<file path="src/rtl/ps_host_tx_if.sv">
// Host-side PS/2 transmit bundle: command strobe/status plus the two pad
// inputs and their open-drain output enables.
interface ps_host_tx_if;
  logic [7:0] tx_data;
  logic       tx_send;
  logic       ps_clk;
  logic       ps_data;
  logic       ps_clk_oe;
  logic       ps_data_oe;
  logic       busy;
  logic       done;
  logic       err;

  modport master (
    output tx_data, tx_send, ps_clk, ps_data,
    input  ps_clk_oe, ps_data_oe, busy, done, err
  );

  modport slave (
    input  tx_data, tx_send, ps_clk, ps_data,
    output ps_clk_oe, ps_data_oe, busy, done, err
  );
endinterface

</file>
<file path="src/rtl/ps_host_tx.sv">
// PS/2 host-to-device command transmitter (inhibit, request-to-send, 11-bit frame, ack).
// Optional watchdog from REQ to ack sample: define PS_HOST_TX_TIMEOUT_EN.
module ps_host_tx #(
  parameter int INHIBIT_CYCLES = 5000,
  parameter int TIMEOUT_CYCLES = 750000
) (
  input  logic         clk,
  input  logic         rst_n,
  ps_host_tx_if.slave  bus
);

  localparam logic [2:0] S_IDLE      = 3'd0;
  localparam logic [2:0] S_INHIBIT   = 3'd1;
  localparam logic [2:0] S_REQ       = 3'd2;
  localparam logic [2:0] S_SHIFT     = 3'd3;
  localparam logic [2:0] S_ACK       = 3'd4;
  localparam logic [2:0] S_WAIT_IDLE = 3'd5;

  localparam int INH_W = (INHIBIT_CYCLES > 1) ? $clog2(INHIBIT_CYCLES) : 1;
  localparam logic [INH_W-1:0] INH_LAST = INH_W'(INHIBIT_CYCLES - 1);
  localparam logic [3:0] BIT_LAST = 4'd10;

  logic             ps_clk_s1_q, ps_clk_s2_q, ps_clk_prev_q;
  logic             ps_data_s1_q, ps_data_s2_q;
  logic             fe;

  logic [2:0]       state_q, state_d;
  logic [INH_W-1:0] inh_cnt_q, inh_cnt_d;
  logic [3:0]       bit_cnt_q, bit_cnt_d;
  logic [9:0]       frame_q, frame_d;
  logic             ps_clk_oe_q, ps_clk_oe_d;
  logic             ps_data_oe_q, ps_data_oe_d;
  logic             busy_q, busy_d;
  logic             done_q, done_d;
  logic             err_q, err_d;

`ifdef PS_HOST_TX_TIMEOUT_EN
  localparam int TMO_W = (TIMEOUT_CYCLES > 1) ? $clog2(TIMEOUT_CYCLES) : 1;
  localparam logic [TMO_W-1:0] TMO_LAST = TMO_W'(TIMEOUT_CYCLES - 1);
  logic [TMO_W-1:0] wdog_q, wdog_d;
`else
  logic unused_timeout_param;
  assign unused_timeout_param = (TIMEOUT_CYCLES > 0);
`endif

  // Pads idle high, so the synchronisers reset to 1 to avoid a false edge.
  always_ff @(posedge clk or negedge rst_n) begin
    if (!rst_n) begin
      ps_clk_s1_q   <= 1'b1;
      ps_clk_s2_q   <= 1'b1;
      ps_clk_prev_q <= 1'b1;
      ps_data_s1_q  <= 1'b1;
      ps_data_s2_q  <= 1'b1;
    end else begin
      ps_clk_s1_q   <= bus.ps_clk;
      ps_clk_s2_q   <= ps_clk_s1_q;
      ps_clk_prev_q <= ps_clk_s2_q;
      ps_data_s1_q  <= bus.ps_data;
      ps_data_s2_q  <= ps_data_s1_q;
    end
  end

  assign fe = ps_clk_prev_q & ~ps_clk_s2_q;

  always_comb begin
    state_d      = state_q;
    inh_cnt_d    = inh_cnt_q;
    bit_cnt_d    = bit_cnt_q;
    frame_d      = frame_q;
    ps_clk_oe_d  = ps_clk_oe_q;
    ps_data_oe_d = ps_data_oe_q;
    busy_d       = busy_q;
    done_d       = 1'b0;
    err_d        = err_q;

    case (state_q)
      S_IDLE: begin
        if (bus.tx_send) begin
          // frame_q[0] is the next bit to put on the wire: d0..d7, parity, stop.
          frame_d      = {1'b1, ~^bus.tx_data, bus.tx_data};
          err_d        = 1'b0;
          busy_d       = 1'b1;
          ps_clk_oe_d  = 1'b1;
          ps_data_oe_d = 1'b0;
          inh_cnt_d    = '0;
          state_d      = S_INHIBIT;
        end
      end

      S_INHIBIT: begin
        if (inh_cnt_q == INH_LAST) begin
          ps_clk_oe_d  = 1'b0;
          ps_data_oe_d = 1'b1;
          bit_cnt_d    = '0;
          state_d      = S_REQ;
        end else begin
          inh_cnt_d = inh_cnt_q + INH_W'(1);
        end
      end

      S_REQ, S_SHIFT: begin
        if (fe) begin
          if (bit_cnt_q == BIT_LAST) begin
            state_d = S_ACK;
          end else begin
            bit_cnt_d    = bit_cnt_q + 4'd1;
            ps_data_oe_d = ~frame_q[0];
            frame_d      = {1'b0, frame_q[9:1]};
            state_d      = S_SHIFT;
          end
        end
      end

      S_ACK: begin
        if (fe) begin
          err_d        = ps_data_s2_q;
          ps_data_oe_d = 1'b0;
          state_d      = S_WAIT_IDLE;
        end
      end

      S_WAIT_IDLE: begin
        ps_clk_oe_d  = 1'b0;
        ps_data_oe_d = 1'b0;
        if (ps_clk_s2_q && ps_data_s2_q) begin
          done_d  = 1'b1;
          busy_d  = 1'b0;
          state_d = S_IDLE;
        end
      end

      default: begin
        ps_clk_oe_d  = 1'b0;
        ps_data_oe_d = 1'b0;
        busy_d       = 1'b0;
        state_d      = S_IDLE;
      end
    endcase

`ifdef PS_HOST_TX_TIMEOUT_EN
    wdog_d = wdog_q;
    if (state_q == S_IDLE) begin
      wdog_d = '0;
    end else if (state_q == S_REQ || state_q == S_SHIFT || state_q == S_ACK) begin
      // A silent device must not hold the bus forever; skip WAIT_IDLE too.
      if (wdog_q == TMO_LAST) begin
        ps_clk_oe_d  = 1'b0;
        ps_data_oe_d = 1'b0;
        err_d        = 1'b1;
        done_d       = 1'b1;
        busy_d       = 1'b0;
        wdog_d       = '0;
        state_d      = S_IDLE;
      end else begin
        wdog_d = wdog_q + TMO_W'(1);
      end
    end
`endif
  end

  always_ff @(posedge clk or negedge rst_n) begin
    if (!rst_n) begin
      state_q      <= S_IDLE;
      inh_cnt_q    <= '0;
      bit_cnt_q    <= '0;
      frame_q      <= '0;
      ps_clk_oe_q  <= 1'b0;
      ps_data_oe_q <= 1'b0;
      busy_q       <= 1'b0;
      done_q       <= 1'b0;
      err_q        <= 1'b0;
    end else begin
      state_q      <= state_d;
      inh_cnt_q    <= inh_cnt_d;
      bit_cnt_q    <= bit_cnt_d;
      frame_q      <= frame_d;
      ps_clk_oe_q  <= ps_clk_oe_d;
      ps_data_oe_q <= ps_data_oe_d;
      busy_q       <= busy_d;
      done_q       <= done_d;
      err_q        <= err_d;
    end
  end

`ifdef PS_HOST_TX_TIMEOUT_EN
  always_ff @(posedge clk or negedge rst_n) begin
    if (!rst_n) begin
      wdog_q <= '0;
    end else begin
      wdog_q <= wdog_d;
    end
  end
`endif

  assign bus.ps_clk_oe  = ps_clk_oe_q;
  assign bus.ps_data_oe = ps_data_oe_q;
  assign bus.busy       = busy_q;
  assign bus.done       = done_q;
  assign bus.err        = err_q;

endmodule

</file>
<file path="src/flat_wrapper.sv">
// flat-port wrapper written by rule: the top's interface ports become plain ports
module ps_host_tx_flat 
#(
  parameter int INHIBIT_CYCLES = 5000,
  parameter int TIMEOUT_CYCLES = 750000
)
  (clk, rst_n, bus_tx_data, bus_tx_send, bus_ps_clk, bus_ps_data, bus_ps_clk_oe, bus_ps_data_oe, bus_busy, bus_done, bus_err);
  ps_host_tx_if bus_i ();
  input  logic clk;
  input  logic rst_n;
  input wire logic [$bits(bus_i.tx_data)-1:0] bus_tx_data;
  input wire logic [$bits(bus_i.tx_send)-1:0] bus_tx_send;
  input wire logic [$bits(bus_i.ps_clk)-1:0] bus_ps_clk;
  input wire logic [$bits(bus_i.ps_data)-1:0] bus_ps_data;
  output wire logic [$bits(bus_i.ps_clk_oe)-1:0] bus_ps_clk_oe;
  output wire logic [$bits(bus_i.ps_data_oe)-1:0] bus_ps_data_oe;
  output wire logic [$bits(bus_i.busy)-1:0] bus_busy;
  output wire logic [$bits(bus_i.done)-1:0] bus_done;
  output wire logic [$bits(bus_i.err)-1:0] bus_err;
  assign bus_i.tx_data = bus_tx_data;
  assign bus_i.tx_send = bus_tx_send;
  assign bus_i.ps_clk = bus_ps_clk;
  assign bus_i.ps_data = bus_ps_data;
  assign bus_ps_clk_oe = bus_i.ps_clk_oe;
  assign bus_ps_data_oe = bus_i.ps_data_oe;
  assign bus_busy = bus_i.busy;
  assign bus_done = bus_i.done;
  assign bus_err = bus_i.err;
  ps_host_tx #(.INHIBIT_CYCLES(INHIBIT_CYCLES), .TIMEOUT_CYCLES(TIMEOUT_CYCLES)) u_core (.clk(clk), .rst_n(rst_n), .bus(bus_i));
endmodule
</file>
<file path="config.mk">
export PLATFORM = sky130hd
export DESIGN_NAME = ps_host_tx_flat
export DESIGN_NICKNAME = d
export VERILOG_FILES = /design/src/rtl/ps_host_tx_if.sv /design/src/rtl/ps_host_tx.sv /design/src/flat_wrapper.sv
export SDC_FILE = /design/constraint.sdc
export NUM_CORES = 1
export LEC_CHECK = 0
export CORE_ASPECT_RATIO = 0.75
export CORE_UTILIZATION = 45
export DETAILED_ROUTE_END_ITERATION = 8
export SKIP_LAST_GASP = 1
export SYNTH_ARGS = -nofsm -noshare
export SYNTH_HDL_FRONTEND = slang
export SYNTH_SLANG_ARGS = --single-unit
</file>
<file path="constraint.sdc">
create_clock -name clk -period 2.41 [get_ports clk]
set_clock_uncertainty 0.1 [all_clocks]
set_input_delay 0.241 -clock clk [delete_from_list [all_inputs] [get_ports clk]]
set_output_delay 0.241 -clock clk [all_outputs]
set_load 0.05 [all_outputs]
</file>
==> summary.md <==
| Metric | Value |
|---|---|
| First-pass GRT wire length | 7200 um |
| Final setup vio count | 0 |
| Layout cell share with drive strength beyond 1 | 11.9% |
| Cell internal pwr | 1640 uW |
| Commonest non-fill, non-tap cell in the layout | dfrtp_1 |
| Number of I/O pins | 18 |
| Mean area per synthesized cell | 9.86 um2 |
| Reg area | a little over 1000 um2 |
| Rows | 20 |
| Critical path fanouts, max | 7 |
| Ys flop type | dfrtp_1 |
| H-tree Lvls | 2 |
| TritonCTS clock tree | yes |
| Largest family of logic cells by synthesized area | simple AND/OR/NAND/NOR gates |
| Synth Area in Adders | 1.87% |
| Die W | between 70 and 80 um |
| Post-synth top area share | 43.5% |
| Post-synth EDFFs | 0 |
| Postcts setup bufs | 0 |
| Switching share of power | 39.6% |
| DRT antenna net count | 0 |
| CTS Root Cell | clkbuf_8 |
| Fillers | 348 |
| Starting DRT DRC Count | about 120 |
| Final Hold Vio Count | 35 |
| Total CTS buffers | 5 |
| Fin crit share | between 90% and 100% |
| WP data required | between 2 and 2.5 ns |
| Max-Slew Margin vs Limit | 42.6% |
| All-layer global routing usage | 20.1% |
| Status | finished, violations left |
| Critical path class | reg2reg |
| Vias in the first global route | 1508 |
| ANT cells | 0 |
| Clock Sinks | 40 |
| Leakage | 0.00103 uW |
| Mapped Area | ~2000 um2 |
| Hold crit path type | in2async |
| Post-route DRC | 0 |
| Final slew viol count | 0 |
| Post-Synth XOR/XNOR Area | 4.35% |
| Syn Nets | 220 |
| NumNets Final | 242 |
| Post-synth top area cell | dfrtp_1 |
| RD Place Congestion | around 0.86 |
| Initial antenna violation count | 0 |
| Yosys warns | 0 |
| Initial core utilization | 48.1% |
| Critical path endpoint category | flip-flop |
| Pin count of the biggest net entering global routing | 41 |
| Vias per cell | between 5 and 6 |
| Max-cap violations | 0 |
| Hold_buf cts | 0 |
| Area grow syn2layout | 17.2% |
| Register area share after synthesis | roughly half |
| PortBufs | 17 |
| Synth Area in Compound Gates | between 10% and 20% |
| Detailed Routing Iterations Pass 1 | 4 |
| Post-synthesis mux area share | under 10% |
| Area of the multi-input gates | 936 um2 |
| Combinational Power Share | 45.1% |
| Sequential Power Share | 38.3% |
| Clock power frac | 16.6% |
| Max Buffers Root-to-Sink | 2 |
| Die height | about 60 um |
| Top cells by area, synth | dfrtp_1, o21ai_0, dfstp_2, mux2i_1, nand2_1 |
| Reg clk slew, reported paths | 0.07 ns |
| Async S/R FF share, synth | 100% |
| Total vias in the final route | 1636 |
| Max Fclk | between 400 and 500 MHz |
| P per Cell Area | 1150 nW/um2 |
| NetSw | 1070 uW |
| Critical Path Source Type | flip-flop |
| Simple-Gate Fraction of Synth Area | 18.3% |
| Most frequent cells in the layout | dfrtp_1, o21ai_0, nand2_1 |
| Core outline area | 4180 um2 |
| Hold_ws | -0.0428 ns |
| Worst VDD drop | 0.000588 V |
| Yosys cell types | 43 |
| Wire per inst | 14.5 um |
| Synth Instances | between 200 and 250 |
| # resized after CTS | 0 |
| Final HPWL DP | about 3000 um |
| Final min period | ~2.2 ns |
| Final instance area | 2360 um2 |
| Unrepaired setup endpoints after global routing | no |
| Worst-margin pin slew | 0.861 ns |
| Dpl cell area | 2270 um2 |
| Aggregate global routing overflow | 0 |
| Total Routed Length | 4090 um |
| Die ar. | 4750 um2 |
| Clk_lat worst skew | 0.29 ns |
| Register bit total from synthesis | 40 |
| Critical path data arrival time | 2.30 ns |
| Setup TNS | 0 ns |
| Failing checks | negative hold slack |
-- worst max-delay path: stages, from the launching register on --
cell and delay (ns):
dfrtp_1 0.44, or4b_1 0.51, o31a_1 0.35, or3_4 0.42, a211o_1 0.29
-- logic make-up after synthesis --
kind of cell	count (synthesis)
simple gates	69
compound gates	56
flops	40
buf+inv	16
xor+xnor	10
mux	10
fa+ha+maj	3
-- path summary, 6_finish.rpt --
kind	start	endpoint	slack, ns	cells past startpoint
max in group asynchronous	rst_n	u_core.bit_cnt_q[0]	1.70	1
min in group clk	bus_ps_data	u_core.ps_data_s1_q	0.26	1
worst max register to register	u_core.inh_cnt_q[6]	u_core.bit_cnt_q[3]	0.18	4
worst min-delay path	rst_n	u_core.frame_q[0]	-0.04	1
worst max-delay path	u_core.inh_cnt_q[6]	u_core.bit_cnt_q[3]	0.18	4
worst min register to register	u_core.ps_clk_s1_q	u_core.ps_clk_s2_q	0.26	0
-- cell type report --
class	instances	area share, %
Inverter	4	0.637
Timing Repair Buffer	27	10.2
Tap cell	55	2.92
Multi-Input combinational cell	148	39.7
Sequential cell	40	42.7
Clock buffer	8	3.82
-- power by group through the flow --
stage	clock network (uW)	logic [uW]	registers, uW
final	450	1220	1040
after global routing	499	1350	1070
after CTS	472	1220	1040
after detailed placement	0	1220	1050
after global placement	0	1180	1040
after floorplan	0	784	1100
-- cell usage after synthesis (2+ instances only) --
cell	instances
xnor2_1	7
and3_1	6
a21oi_1	5
ha_1	3
nand3b_1	2
a31oi_1	6
o31ai_1	3
nor2b_1	3
inv_1	4
mux2_2	2
nand3_1	10
a21o_1	2
a211o_1	2
nand4_1	5
dfrtp_1	35
nor2_1	10
mux2i_1	8
or4b_1	2
o21ai_0	28
nor3_1	2
xor2_1	3
dfstp_2	5
clkbuf_1	9
nand2_1	20
nor4_1	3
a211oi_1	2
-- through the flow --
step	worst slack, ns	std cells	util, %	hold slack [ns]	power (uW)
6_report	0.180	282	56.4	-0.0428	2710
5_1_grt	0.115	282	56.4	0.0456	2930
4_1_cts	0.187	282	56.4	0.00183	2730
3_5_place_dp	0.190	274	54.3	0.248	2270
3_3_place_gp	0.225	274	54.3	0.247	2220
2_1_floorplan	0.247	204	-	-0.155	1890
-- routing by layer --
metal,up-vias,wire length [um],global-route usage [%]
li1,789,-,-
met1,792,2070,29.2
met2,50,1780,29.4
met3,5,214,4.89
met4,0,30,6.75
met5,-,0,0
-- state kept, by name (all words and copies together), names as in the netlist --
signal                 cells
u_core.frame_q            10
u_core.bus.ps_clk_oe       1
u_core.ps_clk_s2_q         1
u_core.bit_cnt_q           4
u_core.inh_cnt_q          13
u_core.ps_clk_prev_q       1
u_core.bus.err             1
u_core.bus.busy            1
u_core.ps_clk_s1_q         1
u_core.bus.done            1
u_core.state_q             3
u_core.bus.ps_data_oe      1
u_core.ps_data_s1_q        1
u_core.ps_data_s2_q        1
No activity file was read; power rests on OpenSTA's default activity.
